--- config.mk ---
export PLATFORM = sky130hd
export DESIGN_NAME = chess_clock_ctrl
export DESIGN_NICKNAME = d
export VERILOG_FILES = /design/src/rtl/chess_clock_ctrl_pkg.sv /design/src/rtl/switch_guard_timer.sv /design/src/rtl/chess_clock_ctrl.sv
export SDC_FILE = /design/constraint.sdc
export NUM_CORES = 1
export LEC_CHECK = 0
export ABC_AREA = 1
export CAP_MARGIN = 20
export CELL_PAD_IN_SITES_DETAIL_PLACEMENT = 1
export CELL_PAD_IN_SITES_GLOBAL_PLACEMENT = 2
export CORE_UTILIZATION = 29
export CTS_CLUSTER_SIZE = 14
export DETAILED_ROUTE_END_ITERATION = 10
export HOLD_SLACK_MARGIN = 0.03
export PLACE_DENSITY = 0.91
export REMOVE_ABC_BUFFERS = 1
export SLEW_MARGIN = 20
export SYNTH_ARGS = -nofsm -noshare
export SYNTH_HDL_FRONTEND = slang
export SYNTH_HIERARCHICAL = 1
export SYNTH_SLANG_ARGS = --single-unit
export TNS_END_PERCENT = 30
--- constraint.sdc ---
create_clock -name clk -period 2.5 [get_ports clk]
set_clock_uncertainty 0.2 [all_clocks]
set_input_delay 0.375 -clock clk [delete_from_list [all_inputs] [get_ports clk]]
set_output_delay 0.375 -clock clk [all_outputs]
set_load 0.02 [all_outputs]
--- src/rtl/chess_clock_ctrl_pkg.sv ---
// Shared types for the chess clock sequencer: FSM state encoding and side constants.
package chess_clock_ctrl_pkg;

  typedef enum logic [2:0] {
    StIdle  = 3'd0,
    StLoad  = 3'd1,
    StArmed = 3'd2,
    StRunW  = 3'd3,
    StRunB  = 3'd4,
    StPause = 3'd5,
    StFlag  = 3'd6,
    StOver  = 3'd7
  } clock_state_t;

  localparam logic SIDE_WHITE = 1'b0;
  localparam logic SIDE_BLACK = 1'b1;

  function automatic clock_state_t run_state(input logic side);
    return (side == SIDE_BLACK) ? StRunB : StRunW;
  endfunction

endpackage

--- src/rtl/switch_guard_timer.sv ---
// Reloadable down-counter that blanks move_done for a fixed window after a side switch.
module switch_guard_timer #(
  parameter int unsigned SWITCH_GUARD_CYC = 16
) (
  input  logic clk,
  input  logic reset_n,
  input  logic reload,
  input  logic clear,
  output logic expired
);

  localparam int unsigned CntW = (SWITCH_GUARD_CYC > 0) ? $clog2(SWITCH_GUARD_CYC + 1) : 1;

  logic [CntW-1:0] cnt_q, cnt_d;

  always_comb begin
    cnt_d = cnt_q;
    if (clear) begin
      cnt_d = '0;
    end else if (reload) begin
      cnt_d = CntW'(SWITCH_GUARD_CYC);
    end else if (cnt_q != '0) begin
      cnt_d = cnt_q - CntW'(1);
    end
  end

  always_ff @(posedge clk or negedge reset_n) begin
    if (!reset_n) begin
      cnt_q <= '0;
    end else begin
      cnt_q <= cnt_d;
    end
  end

  assign expired = (cnt_q == '0);

endmodule

--- src/rtl/chess_clock_ctrl.sv ---
// Two-player chess clock sequencer driving the white/black countdown counters.
// Optional pause support is enabled by defining CHESS_CLOCK_PAUSE_EN.
module chess_clock_ctrl
  import chess_clock_ctrl_pkg::*;
#(
  parameter int unsigned SWITCH_GUARD_CYC = 16,
  parameter int unsigned MOVE_NUM_W       = 10
) (
  input  logic                  clk,
  input  logic                  reset_n,
  input  logic                  new_game,
  input  logic [1:0]            mode_sel,
  input  logic                  move_done,
  input  logic                  pause_req,
  input  logic                  game_over_in,
  input  logic                  time_up_w,
  input  logic                  time_up_b,
  output logic [1:0]            mode_sel_q,
  output logic                  load,
  output logic                  start,
  output logic                  count_w,
  output logic                  count_b,
  output logic                  side_to_move,
  output logic                  flag_w,
  output logic                  flag_b,
  output logic [MOVE_NUM_W-1:0] move_num,
  output logic [2:0]            clk_state
);

  clock_state_t          state_q, state_d;
  logic                  side_q, side_d;
  logic                  flag_w_q, flag_w_d;
  logic                  flag_b_q, flag_b_d;
  logic [MOVE_NUM_W-1:0] move_num_q, move_num_d;
  logic [1:0]            mode_q, mode_d;
  logic                  load_q, start_q, count_w_q, count_b_q;
  logic                  guard_reload, guard_clear, guard_expired;

`ifdef CHESS_CLOCK_PAUSE_EN
  logic pause_hit;
  assign pause_hit = pause_req;
`else
  logic pause_hit;
  logic unused_pause_req;
  assign pause_hit        = 1'b0;
  assign unused_pause_req = pause_req;
`endif

  switch_guard_timer #(
    .SWITCH_GUARD_CYC(SWITCH_GUARD_CYC)
  ) u_guard (
    .clk    (clk),
    .reset_n(reset_n),
    .reload (guard_reload),
    .clear  (guard_clear),
    .expired(guard_expired)
  );

  always_comb begin
    state_d      = state_q;
    side_d       = side_q;
    flag_w_d     = flag_w_q;
    flag_b_d     = flag_b_q;
    move_num_d   = move_num_q;
    mode_d       = mode_q;
    guard_reload = 1'b0;
    guard_clear  = 1'b0;

    if (new_game) begin
      state_d     = StLoad;
      mode_d      = mode_sel;
      move_num_d  = MOVE_NUM_W'(1);
      flag_w_d    = 1'b0;
      flag_b_d    = 1'b0;
      side_d      = SIDE_WHITE;
      guard_clear = 1'b1;
    end else begin
      unique case (state_q)
        StLoad:  state_d = StArmed;
        StArmed: begin
          if (game_over_in)   state_d = StOver;
          else if (move_done) state_d = StRunW;
        end
        StRunW: begin
          if (time_up_w) begin
            state_d  = StFlag;
            flag_w_d = 1'b1;
          end else if (game_over_in) begin
            state_d = StOver;
          end else if (pause_hit) begin
            state_d = StPause;
          end else if (move_done && guard_expired) begin
            state_d      = StRunB;
            side_d       = SIDE_BLACK;
            guard_reload = 1'b1;
          end
        end
        StRunB: begin
          if (time_up_b) begin
            state_d  = StFlag;
            flag_b_d = 1'b1;
          end else if (game_over_in) begin
            state_d = StOver;
          end else if (pause_hit) begin
            state_d = StPause;
          end else if (move_done && guard_expired) begin
            state_d      = StRunW;
            side_d       = SIDE_WHITE;
            guard_reload = 1'b1;
            if (move_num_q != '1) move_num_d = move_num_q + MOVE_NUM_W'(1);
          end
        end
`ifdef CHESS_CLOCK_PAUSE_EN
        StPause: begin
          // Resume with a cleared guard so the first move is not blanked.
          if (pause_req) begin
            state_d     = run_state(side_q);
            guard_clear = 1'b1;
          end else if (game_over_in) begin
            state_d = StOver;
          end
        end
`endif
        default: ;
      endcase
    end
  end

  always_ff @(posedge clk or negedge reset_n) begin
    if (!reset_n) begin
      state_q    <= StIdle;
      side_q     <= 1'b0;
      flag_w_q   <= 1'b0;
      flag_b_q   <= 1'b0;
      move_num_q <= '0;
      mode_q     <= '0;
      load_q     <= 1'b0;
      start_q    <= 1'b0;
      count_w_q  <= 1'b0;
      count_b_q  <= 1'b0;
    end else begin
      state_q    <= state_d;
      side_q     <= side_d;
      flag_w_q   <= flag_w_d;
      flag_b_q   <= flag_b_d;
      move_num_q <= move_num_d;
      mode_q     <= mode_d;
      // Strobes decoded from the next state so they align with the state register.
      load_q     <= (state_d == StLoad);
      start_q    <= (state_d != StIdle) && (state_d != StLoad);
      count_w_q  <= (state_d == StRunW);
      count_b_q  <= (state_d == StRunB);
    end
  end

  assign mode_sel_q   = mode_q;
  assign load         = load_q;
  assign start        = start_q;
  assign count_w      = count_w_q;
  assign count_b      = count_b_q;
  assign side_to_move = side_q;
  assign flag_w       = flag_w_q;
  assign flag_b       = flag_b_q;
  assign move_num     = move_num_q;
  assign clk_state    = state_q;

endmodule

# --- After elaboration in Yosys (flattened, before gate mapping) ---
# Index checks and enable logic that the tools add are counted.
classes:
  n_addsub: 2
  mul: 0
  n_div: 0
  order_cmp: 0
  n_eq_ne: 17
  shift: 0
  mux: 40
  bitwise_logic: 0
  reduce_logical: 17
ops:
  columns: ["op", "n"]
  rows:
  - ["10-bit two-way mux", 6]
  - ["3-bit two-way mux", 9]
  - ["1-bit two-way mux", 19]
  - ["3-bit != test (second input constant)", 6]
  - ["5-bit two-way mux", 3]
  - ["3-bit one-hot mux with 4 select lines", 1]
  - ["2-bit nonzero test", 6]
  - ["10-bit by 1-bit adder with 10-bit output (second input constant)", 1]
  - ["10-bit != test (second input constant)", 1]
  - ["3-bit by 2-bit == test with 1-bit output (second input constant)", 3]
  - ["3-bit nonzero test", 3]
  - ["7-bit AND reduction", 1]
  - ["3-bit by 1-bit == test with 1-bit output (second input constant)", 2]
  - ["3-bit == test (second input constant)", 2]
  - ["5-bit logical NOT", 1]
  - ["5-bit AND reduction", 1]
  - ["5-bit nonzero test", 1]
  - ["5-bit by 1-bit subtractor with 5-bit output (second input constant)", 1]
  - ["2-bit != test (second input constant)", 2]
  - ["1-bit one-hot mux with 2 select lines", 2]
  - ["2-bit AND reduction", 2]
  - ["3-bit by 1-bit != test with 1-bit output (second input constant)", 1]
  - ["1-bit logical AND", 2]
word_totals:
  ff_bits: 27
  latchBits: 0
  mem_bits_rw: 0
  romBits: 0
  input_bits: 10
  memories: 0

# --- Logic depth before layout (Yosys ltp) ---
logic_depth:
  ltp_word: 9
  ltp_mapped: 12
  depth_no_buf: 12

# --- By module ---
# Netlist, hierarchy kept.
by_module_without_submodules:
  columns: ["module", "instances", "cells_each", "area_each_um2", "seq_area_each_um2"]
  rows:
  - ["chess_clock_ctrl", 1, 178, 1360.1, 550.5]
  - ["switch_guard_timer", 1, 36, 276.5, 125.1]

# --- Least setup slack after synthesis ---
# OpenSTA, ideal clock, no wires.
synth_path:
  path_type: "flip-flop to flip-flop"
  start: "register u_guard.cnt_q[0]"
  end: "register move_num_q[0] (netlist: move_num[0])"
  arrival_ns: 1.611
  slack_ns: 0.570
  stages_incl_launch_ff: 13
  synth_period_minus_slack_ns: 1.930
  path_cell_list: "dfrtp_1 inv_1 ha_1 nand3b_4 inv_1 nand2_1 nor2_1 nor2_1 nor2_2 nand2_2 buf_6 nand2_1 o21ai_2"
synth_via:
  elab_chain_cells: 4
synth_lines:
  columns: ["element", "line", "rtl"]
  rows:
  - ["start, declared", "switch_guard_timer.sv:14", "logic [CntW-1:0] cnt_q, cnt_d;"]
  - ["start signal, assigned", "switch_guard_timer.sv:31", "cnt_q <= cnt_d;"]
  - ["5-bit logical NOT", "switch_guard_timer.sv:35", "assign expired = (cnt_q == '0);"]
  - ["net guard_expired", "chess_clock_ctrl.sv:37", "logic guard_reload, guard_clear, guard_expired;"]
  - ["1-bit logical AND", "chess_clock_ctrl.sv:106", "end else if (move_done && guard_expired) begin"]
  - ["2-bit nonzero test (no source line)", null, null]
  - ["5-bit AND reduction (no source line)", null, null]
  - ["end signal, assigned", "chess_clock_ctrl.sv:146", "move_num_q <= move_num_d;"]
  - ["end, declared", "chess_clock_ctrl.sv:34", "logic [MOVE_NUM_W-1:0] move_num_q, move_num_d;"]
# The timed path passes the listed nets, and every way through them passes these cells.
# A chain may end at the register's enable or synchronous reset.

# --- Final worst setup path ---
layout_path:
  start: "register u_guard.cnt_q[0]"
  end: "register move_num_q[6] (netlist: move_num[6])"
# The elaborated chain is that of the path after synthesis.

==> metrics.md <==
| Metric | Value |
|---|---|
| Outcome | completed |
| Vias in the first global route | between 1000 and 1500 |
| Final core occ | between 30% and 40% |
| Leakage | 0.917 nW |
| FMAX | 0.450 GHz |
| Area leader, netlist | dfrtp_1 |
| # nets final | 258 |
| Top cell type's share of synthesized area | 41.3% |
| Core outline area | 0.00527 mm² |
| Synth Flop Type | dfrtp_1 |
| Final instance area | 0.00205 mm² |
| HPWL Detailed | between 2000 and 3000 µm |
| TNS Setup | 0 ns |
| Max-slew headroom | 75.7% |
| Ports | 32 |
| EDFF count, synth | 0 |
| Pin count of the biggest net entering global routing | 28 |
| Final Hold Fails | 0 |
| Worst Hold Slack | 0.277 ns |
| Count leader, synth | nand2_1 |
| N_diodes | 0 |
| Register area | 676 µm² |
| Area grow syn2layout | 25.0% |
| Fin. max-slew vios | 0 |
| Post-CTS setup buffer count | 0 |
| Fill cells | 669 |
| Total vias in the final route | 1442 |
| Tcrit/Tclk final | 88.9% |
| RSZ-0062 raised after global routing | false |
| Placed instance area | 0.00199 mm² |
| WP data arrival | 2.19 ns |
| Top post-synthesis cells by area | dfrtp_1 (41%), nand2_1 (12%), nand3_1 (7.3%) |
| CTS HTree Levels | 1 |
| Die footprint | 0.00595 mm² |
| Final ANT Viol Nets | 0 |
| Gr usage total | 14.1% |
| Post-synthesis register bit count | 27 |
| HP Class | input pin to asynchronous set/reset pin |
| Req. time, crit path | 2.46 ns |
| Finish-stage setup viols | 0 |
| # DRC | 0 |
| Share of layout cells above drive strength 1 | 14.7% |
| Top cells by count, synth | nand2_1 (53), nor2_1 (32), dfrtp_1 (27) |
| Crit. End Element | flop |
| # rows | 26 |
| Total gr overflow | 0 |
| Initial Util | a little under a third |
| Via-to-Cell Ratio | 4.58 |
| CTS tree | built |
| Startpoint Class | flop |
| Drt first-iter violations | 25 |
| Netlist Area Pre-Place | 0.00164 mm² |
| Post-Synthesis Cells | 214 |
| Cell variety after synth | 30 |
| Chip width | 77.1 µm |
| Pwr/cell area | ~870 mW/mm² |
| Area of the multi-input gates | around 830 µm² |
| Mapped Avg Cell Area | about 7.6 µm² |
| VDD IR max | 0.000422 V |
| Max_cap viols | 0 |
| CTS root buf | clkbuf_8 |
| CTS Buf Count | 3 |
| Sequential area share after synthesis | about two fifths |
| Drt wl/cell | about 13 µm |
| Port bufs | 30 |
| Clock sink count | 27 |
| Chip height | just under 80 µm |
| Worst-Margin Slew | approximately 0.36 ns |
| Critical path fanouts, max | 20 |
| Post-synth ARST share | 100% |
| Clk buf depth | 2 |
| Ys Warns | 6 |
| Antenna violations before repair | 0 |
| Post-Route WL | 3940 µm |
| Min cycle time layout | 2.22 ns |
| Worst skew pair latency | 0.27 ns |
| Final RePlAce weighted congestion | approximately 0.75 |
| Clk pin slew, worst setup/hold paths | approximately 0.090 ns |
| Crit Path Category | flop to flop |
| Drt pass-1 iters | 3 |
| First-pass GRT wire length | 6920 µm |
[kinds of logic (layout without fill, tap and decap cells)]
group                      after synthesis  after routing  synth area share, %
DFF                                     27             27                 41.3
and+or+nand+nor                        131            131                 36.8
adders and majority gates                2              2                 1.53
buffers and inverters                   28             59                 8.72
AOI/OAI and AO/OA                       25             25                 11.2
xor gates and xnor gates                 1              1                0.535
[worst paths after layout]
| kind | start | slack [ns] | depth (start not counted) | end |
|---|---|---|---|---|
| worst max-delay path | u_guard/cnt_q[0]$_DFFE_PN0P_ | 0.28 | 11 | move_num[6]$_DFFE_PN0P_ |
| worst min register to register | mode_sel_q[1]$_DFFE_PN0P_ | 0.28 | 2 | mode_sel_q[1]$_DFFE_PN0P_ |
| max in group asynchronous | reset_n | 1.57 | 2 | side_to_move$_DFFE_PN0P_ |
| worst min-delay path | reset_n | 0.28 | 2 | move_num[1]$_DFFE_PN0P_ |
| worst max register to register | u_guard/cnt_q[0]$_DFFE_PN0P_ | 0.28 | 11 | move_num[6]$_DFFE_PN0P_ |
| min in group clk | mode_sel_q[1]$_DFFE_PN0P_ | 0.28 | 2 | mode_sel_q[1]$_DFFE_PN0P_ |
[power by group]
group / internal, W / total (W) / switching, W / leakage (nW)
combinational: 0.000350 / 0.000858 / 0.000507 / 0.542
clock: 0.000114 / 0.000249 / 0.000134 / 0.0228
sequential: 0.000534 / 0.000670 / 0.000136 / 0.353
[cell usage in the layout (no fill, tap or decap), drive strengths merged]
cell	synthesis	layout
clkbuf	1	4
nor2	36	36
nand3b	3	3
clkdlybuf4s50	0	30
a21boi	1	1
o21ai	14	14
ha	2	2
a21o	1	1
inv	21	21
o21a	1	1
a31oi	1	1
a21oi	5	5
nand3	24	24
buf	6	4
nand2	59	59
nor3	1	1
nand4	6	6
dfrtp	27	27
o22ai	1	1
or2	2	2
o21bai	1	1
xor2	1	1
[state kept, by name, indices dropped and copies added, names as in the netlist]
name,flops
flag_w,1
flag_b,1
start,1
mode_sel_q,2
count_w,1
side_to_move,1
clk_state,3
move_num,10
load,1
count_b,1
u_guard/cnt_q,5
[critical path, cell delays in order, from the launching register on]
cell      delay [ns]
dfrtp_1         0.40
inv_1           0.09
ha_1            0.25
nand3b_4        0.14
inv_1           0.07
nand2_1         0.14
nor2_2          0.18
nor2_1          0.08
nor2_2          0.18
nand2_4         0.20
nand2_1         0.13
o21ai_2         0.05
[repair_timing]
action,in CTS,in global routing
gates resized for setup,0,2
hold buffers,0,0
setup endpoints to repair,0,10
[routing by layer]
layer	up-vias	track usage (%)	part of all wire, %	wire (µm)
met2	20	22.7	47	1840
met5	-	0	0	0
met1	669	19.7	50	1970
met4	0	2.26	0.58	23
li1	751	-	-	-
met3	2	2.86	2.6	104
[per-stage QoR]
| step | setup WS, ns | total power (W) | cells |
|---|---|---|---|
| after CTS | 0.0394 | 0.00180 | 315 |
| after global routing | 0.0390 | 0.00193 | 315 |
| final | 0.277 | 0.00178 | 315 |
| after detailed placement | 0.0618 | 0.00154 | 311 |
| after global placement | 0.115 | 0.00152 | 311 |
| after floorplan | 0.435 | 0.00123 | 207 |
[layout make-up]
cell class,count,share of cell area (%)
Multi-Input combinational cell,159,40.4
Sequential cell,27,33.0
Timing Repair Buffer,34,16.1
Tap cell,70,4.28
Inverter,21,3.98
Clock buffer,4,2.20
Note: power is estimated with default switching activity, not from simulation.
